File: src/rtl/step_pulse_gen.sv
// Step pulse generator: fixed-rate walk/jog/run modes plus a table-driven hybrid profile.
// Optional step counter output enabled by defining STEP_PULSE_GEN_STEPCNT_EN.
module step_pulse_gen #(
    parameter int CNT_W     = 24,
    parameter int SEC_TICKS = 100000000,
    parameter int SEGS      = 8,
    parameter int WALK_HALF = 1562500,
    parameter int JOG_HALF  = 781250,
    parameter int RUN_HALF  = 390625,
    localparam int ADDR_W   = $clog2(SEGS)
) (
    input  logic              clk,
    input  logic              reset,
    input  logic              start,
    input  logic [1:0]        mode,
    input  logic              cfg_we,
    input  logic [ADDR_W-1:0] cfg_addr,
    input  logic [CNT_W-1:0]  cfg_half,
    input  logic [7:0]        cfg_secs,
    output logic              pulse,
    output logic              pulsestart,
    output logic              done,
    output logic [ADDR_W-1:0] seg_idx
`ifdef STEP_PULSE_GEN_STEPCNT_EN
    ,
    output logic [15:0]       step_count
`endif
);

    localparam int TICK_W = (SEC_TICKS > 1) ? $clog2(SEC_TICKS) : 1;
    localparam logic [TICK_W-1:0] TICK_LAST = TICK_W'(SEC_TICKS - 1);

    localparam logic [CNT_W-1:0] WALK_H = CNT_W'(WALK_HALF);
    localparam logic [CNT_W-1:0] JOG_H  = CNT_W'(JOG_HALF);
    localparam logic [CNT_W-1:0] RUN_H  = CNT_W'(RUN_HALF);

    localparam logic [1:0] IDLE  = 2'd0;
    localparam logic [1:0] FIXED = 2'd1;
    localparam logic [1:0] HYB   = 2'd2;
    localparam logic [1:0] DONE  = 2'd3;

    localparam logic [1:0] MODE_HYBRID = 2'b11;

    logic [1:0]        state_q, state_d;
    logic [1:0]        mode_q, mode_d;
    logic [ADDR_W-1:0] seg_idx_q, seg_idx_d;
    logic [CNT_W-1:0]  cnt_q, cnt_d;
    logic [CNT_W-1:0]  cur_half_q, cur_half_d;
    logic              pulse_q, pulse_d;
    logic              run_q, run_d;
    logic [TICK_W-1:0] tick_q, tick_d;
    logic [7:0]        sec_q, sec_d;
    logic              done_q, done_d;

    logic [CNT_W-1:0]  half_tab_q [SEGS];
    logic [CNT_W-1:0]  half_tab_d [SEGS];
    logic [7:0]        secs_tab_q [SEGS];
    logic [7:0]        secs_tab_d [SEGS];

    logic              first_found;
    logic [ADDR_W-1:0] first_seg;
    logic              next_found;
    logic [ADDR_W-1:0] next_seg;
    logic [CNT_W-1:0]  active_half;

    function automatic logic [CNT_W-1:0] fixed_half(input logic [1:0] m);
        case (m)
            2'b00:   fixed_half = WALK_H;
            2'b01:   fixed_half = JOG_H;
            2'b10:   fixed_half = RUN_H;
            default: fixed_half = '0;
        endcase
    endfunction

    // NOTE: every always_comb output gets a default first, so no path can infer a latch.
    always_comb begin
        half_tab_d = half_tab_q;
        secs_tab_d = secs_tab_q;
        if (cfg_we) begin
            half_tab_d[cfg_addr] = cfg_half;
            secs_tab_d[cfg_addr] = cfg_secs;
        end
    end

    // Descending scan so the lowest qualifying index wins.
    always_comb begin
        first_found = 1'b0;
        first_seg   = '0;
        next_found  = 1'b0;
        next_seg    = '0;
        for (int i = SEGS - 1; i >= 0; i--) begin
            if (secs_tab_q[i] != 8'd0) begin
                first_found = 1'b1;
                first_seg   = ADDR_W'(i);
                if (i > int'(seg_idx_q)) begin
                    next_found = 1'b1;
                    next_seg   = ADDR_W'(i);
                end
            end
        end
    end

    assign active_half = (state_q == HYB) ? half_tab_q[seg_idx_q] : fixed_half(mode_q);

    always_comb begin
        state_d    = state_q;
        mode_d     = mode_q;
        seg_idx_d  = seg_idx_q;
        cnt_d      = cnt_q;
        cur_half_d = cur_half_q;
        pulse_d    = pulse_q;
        run_d      = run_q;
        tick_d     = tick_q;
        sec_d      = sec_q;

        if (!start) begin
            state_d    = IDLE;
            seg_idx_d  = '0;
            cnt_d      = '0;
            cur_half_d = '0;
            pulse_d    = 1'b0;
            run_d      = 1'b0;
            tick_d     = '0;
            sec_d      = '0;
        end else begin
            case (state_q)
                IDLE: begin
                    mode_d    = mode;
                    seg_idx_d = '0;
                    if (mode != MODE_HYBRID) begin
                        state_d = FIXED;
                    end else if (first_found) begin
                        state_d   = HYB;
                        seg_idx_d = first_seg;
                    end else begin
                        state_d = DONE;
                    end
                end

                FIXED, HYB: begin
                    // A phase is armed only with a non-zero half; a silent segment re-checks every cycle.
                    if (!run_q) begin
                        run_d      = (active_half != '0);
                        pulse_d    = (active_half != '0);
                        cnt_d      = '0;
                        cur_half_d = active_half;
                    end else if (cnt_q == cur_half_q - CNT_W'(1)) begin
                        cnt_d      = '0;
                        cur_half_d = active_half;
                        if (active_half == '0) begin
                            pulse_d = 1'b0;
                            run_d   = 1'b0;
                        end else begin
                            pulse_d = ~pulse_q;
                        end
                    end else begin
                        cnt_d = cnt_q + CNT_W'(1);
                    end

                    if (state_q == HYB) begin
                        if (tick_q == TICK_LAST) begin
                            tick_d = '0;
                            if (sec_q + 8'd1 == secs_tab_q[seg_idx_q]) begin
                                sec_d      = '0;
                                cnt_d      = '0;
                                cur_half_d = '0;
                                pulse_d    = 1'b0;
                                run_d      = 1'b0;
                                if (next_found) begin
                                    seg_idx_d = next_seg;
                                end else begin
                                    state_d = DONE;
                                end
                            end else begin
                                sec_d = sec_q + 8'd1;
                            end
                        end else begin
                            tick_d = tick_q + TICK_W'(1);
                        end
                    end
                end

                default: begin
                    pulse_d = 1'b0;
                    run_d   = 1'b0;
                    cnt_d   = '0;
                end
            endcase
        end

        done_d = (state_d == DONE) && (state_q != DONE);
    end

    // NOTE: sequential state uses non-blocking assignments only; blocking here would race other flops.
    always_ff @(posedge clk) begin
        if (reset) begin
            state_q    <= IDLE;
            mode_q     <= 2'b00;
            seg_idx_q  <= '0;
            cnt_q      <= '0;
            cur_half_q <= '0;
            pulse_q    <= 1'b0;
            run_q      <= 1'b0;
            tick_q     <= '0;
            sec_q      <= '0;
            done_q     <= 1'b0;
        end else begin
            state_q    <= state_d;
            mode_q     <= mode_d;
            seg_idx_q  <= seg_idx_d;
            cnt_q      <= cnt_d;
            cur_half_q <= cur_half_d;
            pulse_q    <= pulse_d;
            run_q      <= run_d;
            tick_q     <= tick_d;
            sec_q      <= sec_d;
            done_q     <= done_d;
        end
    end

    // NOTE: the profile table is built from flops, not RAM, because reset must reload its default contents.
    always_ff @(posedge clk) begin
        if (reset) begin
            for (int i = 0; i < SEGS; i++) begin
                half_tab_q[i] <= (i == 0) ? WALK_H : '0;
                secs_tab_q[i] <= (i == 0) ? 8'd1 : 8'd0;
            end
        end else begin
            for (int i = 0; i < SEGS; i++) begin
                half_tab_q[i] <= half_tab_d[i];
                secs_tab_q[i] <= secs_tab_d[i];
            end
        end
    end

    assign pulse      = pulse_q;
    assign pulsestart = (state_q != IDLE);
    assign done       = done_q;
    assign seg_idx    = seg_idx_q;

`ifdef STEP_PULSE_GEN_STEPCNT_EN
    logic [15:0] step_cnt_q, step_cnt_d;

    always_comb begin
        step_cnt_d = step_cnt_q;
        if (state_d == IDLE) begin
            step_cnt_d = '0;
        end else if (pulse_d && !pulse_q && (step_cnt_q != 16'hFFFF)) begin
            step_cnt_d = step_cnt_q + 16'd1;
        end
    end

    always_ff @(posedge clk) begin
        if (reset) begin
            step_cnt_q <= '0;
        end else begin
            step_cnt_q <= step_cnt_d;
        end
    end

    assign step_count = step_cnt_q;
`else
    // Step counter not built.
`endif

endmodule

File: config.mk
export PLATFORM = sky130hd
export DESIGN_NAME = step_pulse_gen
export DESIGN_NICKNAME = d
export VERILOG_FILES = /design/src/rtl/step_pulse_gen.sv
export SDC_FILE = /design/constraint.sdc
export NUM_CORES = 1
export LEC_CHECK = 0
export ABC_AREA = 1
export BUFFER_PORTS_ARGS = -buffer_cell sky130_fd_sc_hd__buf_2
export CAP_MARGIN = 20
export CORE_MARGIN = 3
export CORE_UTILIZATION = 60
export CTS_CLUSTER_DIAMETER = 60
export CTS_CLUSTER_SIZE = 24
export DETAILED_ROUTE_END_ITERATION = 16
export PLACE_DENSITY = 0.77
export SETUP_SLACK_MARGIN = 0.1
export SYNTH_ARGS = -nofsm -noshare
export SYNTH_HDL_FRONTEND = slang
export SYNTH_SLANG_ARGS = --single-unit
File: constraint.sdc
create_clock -name clk -period 2.43 [get_ports clk]
set_input_delay 0.3645 -clock clk [delete_from_list [all_inputs] [get_ports clk]]
set_output_delay 0.3645 -clock clk [all_outputs]
set_load 0.1 [all_outputs]
==> run metrics <==
status finished, final reports clean; nets 2849; combinational share of power 18.0%; CP startpoint kind flop; register area share after synthesis 38.52%; grt total ovfl 0; WHS Endpoint half_tab_q[170]; Initial Util 61.04%; Placer Congestion 0.9426; Final WS setup 0.03974 ns; clk slew on worst S/H paths 0.08 ns; slowest CP cell dfxtp_1; CTS tree built; Post-synth ARST share 0%; skew final 0.01875 ns; FF-to-FF setup slack 0.04 ns; Power, Total 13.66 mW; min-delay src cfg_half[2]; share of layout cells above drive strength 1 14.98%; DIE HEIGHT 179.9 µm; power per cell area 640.8 nW/µm²; Synth Warn # 0; crit-path max cell delay 0.41 ns; Worst-Margin Slew 1.027 ns; setup tns final 0 ns; num ports 47; Final Hold Vio Count 0; H-tree lvl count 1; Yosys reg bits 349; initial antenna violation count 0; DP Worst Slack 0.008787 ns; area delta synth->final 17.49%; DP Area 19100 µm²; placed cells 3119; drc violations 0; Total GRT Usage 30.88%; largest net degree at the start of global routing 176; first-pass GRT wire length 84700 µm; dominant cell type by area after synthesis dfxtp_1; fin crit share 98.36%; Slew HR 31.45%; area of the multi-input gates 9574 µm²; R2R depth 15; Final setup viols 0; post-synth top area share 38.52%; Clock Latency Late Sink 0.58 ns; n_diodes 0; max-cap check violation count 0; capturing point of the worst reg2reg path cnt_q[17]; Storage cell area 7010 µm²; met2 global-route usage 51.66%; Worst EP arrival 2.82 ns; EDFF count, synth 0; Tmin final 2.390 ns; worst vdd ir 0.6739 mV; CP Max Fanout 8; final WL 54230 µm; Mean Syn Cell Area 6.615 µm²; via/cell ratio 5.747; vias 18440; hold path depth 3; Finished Cell Area 21310 µm²; I/O Buffers 46; num rows 63; hold_buf cts 0; vias in the first global route 16890; Crit Path Class flop to flop; Post-synth top flop dfxtp_1; worst path required time 2.86 ns; Cell Chain, Critical Path nor2_2 -> nand2_2 -> nor2_4 -> nand2_1 -> nor2_1 -> nand2_1 -> nand3_1 -> nand4_1 -> nor2_2 -> nand2_4 -> nand2_8 -> inv_8 -> clkbuf_16 -> nand3b_1 -> a21oi_1; DPL Wire Length 34100 µm; total CTS buffers 30; RSZ-0062 raised after global routing yes; Max clock buf depth 3; Max Transition Viols Final 0; core footprint 29720 µm²; post-route ant nets 0; CTS root buffer clkbuf_16; fmax 418.4 MHz; worst hold slack 0.1022 ns; global route hottest layer met2; Seq pwr share 43.8%; CTS Sinks 349; Net Sw Frac 30.66%; DIE WIDTH 179.9 µm; net switching power 4.188 mW; Layout Utilization 71.71%; Power Internal 9.469 mW; Synth area leaders dfxtp_1 39%, nand2_1 12%, o21ai_0 9.1%; r2r startpoint cur_half_q[7]; post-synth cell types 44; initial DRC count 1725; number of fill cells 2389; syn_nets 2796; TritonRoute pass-1 iters 7; cell count after synthesis 2742; met3 Use GR 3.541%; grt met1 use 41.44%; Avg WL per Cell 16.90 µm; leak pwr 8.816 nW; Finished Layout Cells 3208; Worst Hold Class input pin to flop; post-synthesis cell area 18140 µm²; die area 32350 µm²; clock group share of total power 38.2%; Worst setup EP type flop
## metal layers
layer | vias to the layer above | share of wire, %
met5 | - | 0
met4 | 0 | 3.9
met3 | 159 | 7.5
met2 | 790 | 46
met1 | 8504 | 42
li1 | 8983 | -
## final cells by class
type	instances	share of cell area, %
Timing Repair Buffer	170	8.266
Inverter	366	6.611
Clock inverter	22	1.292
Clock buffer	33	3.722
Multi-Input combinational cell	1878	44.92
Tap cell	390	2.290
Sequential cell	349	32.89
## worst max path at each step
stage                              from   endpoint  slack [ns]
after floorplan              seg_idx[0]  cnt_q[11]        0.20
after global placement       seg_idx[0]      run_q       -0.04
after detailed placement     seg_idx[0]      pulse       0.009
after CTS                    seg_idx[0]  cnt_q[17]        0.09
after global routing      cur_half_q[7]  cnt_q[17]       -0.09
final                     cur_half_q[7]  cnt_q[17]        0.04
## layout by cell type (no fill, tap or decap), types with 13 or more instances in the layout
| cell type | synthesis | routed |
|---|---|---|
| a21oi_1 | 294 | 285 |
| xnor2_1 | 15 | 15 |
| o21ai_0 | 330 | 307 |
| nor3_1 | 25 | 25 |
| inv_1 | 345 | 336 |
| nand2_2 | 10 | 34 |
| xor2_1 | 33 | 33 |
| nor2_1 | 236 | 211 |
| nand2_1 | 577 | 546 |
| buf_4 | 7 | 80 |
| buf_12 | 0 | 18 |
| dfxtp_1 | 349 | 336 |
| nand3_2 | 4 | 20 |
| or2_2 | 13 | 13 |
| clkbuf_16 | 0 | 42 |
| a21oi_2 | 7 | 16 |
| nor2_4 | 6 | 14 |
| o21ai_1 | 8 | 20 |
| buf_2 | 32 | 45 |
| nand4_1 | 46 | 46 |
| nor2_2 | 19 | 36 |
| inv_2 | 13 | 17 |
| nand3_1 | 148 | 130 |
| o211ai_1 | 40 | 40 |
| nand3b_1 | 22 | 22 |
## power by group through the flow
stage          clock network, mW  logic, mW  registers [mW]
2_1_floorplan                  0       1.45            6.11
3_3_place_gp                   0       2.08            6.10
3_5_place_dp                   0       2.11            6.10
4_1_cts                     5.24       2.22            5.98
5_1_grt                     5.43       2.71            6.00
6_report                    5.21       2.46            5.98
## worst max-delay path: cells and delay by family (launching register included)
kind	cells	cell delay (ns)
AND/OR/NAND/NOR	12	1.54
flip-flops	1	0.41
buffers and inverters	2	0.23
AO/OA/AOI/OAI	1	0.06
## cell families (layout without fill, tap and decap cells)
logic type,Yosys count,after routing,share of synthesized area (%)
xor gates and xnor gates,48,48,2.318
and+or+nand+nor,1125,1126,27.01
buffers and inverters,516,591,11.33
DFF,349,349,38.52
AOI/OAI and AO/OA,691,691,19.93
adders and majority gates,13,13,0.8968
## flip-flops by register name (all words and copies together), names as in the netlist
signal,flops
sec_q,8
mode_q,2
cnt_q,24
run_q,1
cur_half_q,24
seg_idx,3
tick_q,27
pulse,1
secs_tab_q,64
state_q,2
half_tab_q,192
done,1
## cells in the mapped netlist, types with 6 or more instances
library cell  count
nor2_1          236
inv_2            13
nand3b_1         22
buf_4             7
nor2_2           19
xnor2_1          15
clkbuf_1        105
nor4_1            8
or2_2            13
nand4_1          46
clkinv_1          8
o21ai_0         330
nand2_2          10
dfxtp_1         349
o21ai_1           8
buf_2            32
ha_1             13
nor2_4            6
a21oi_2           7
o211ai_1         40
nand3_1         148
a21oi_1         294
nand2_1         577
xor2_1           33
inv_1           345
nor3_1           25
## repair_timing
action                     in CTS  in global routing
pin swaps                       1                 38
setup endpoints to repair      48                 61
buffers inserted                4                 13
gates cloned                    4                 13
gates resized for setup        26                161
hold endpoints to repair        0                  0
Note: power is estimated with default switching activity, not from simulation.
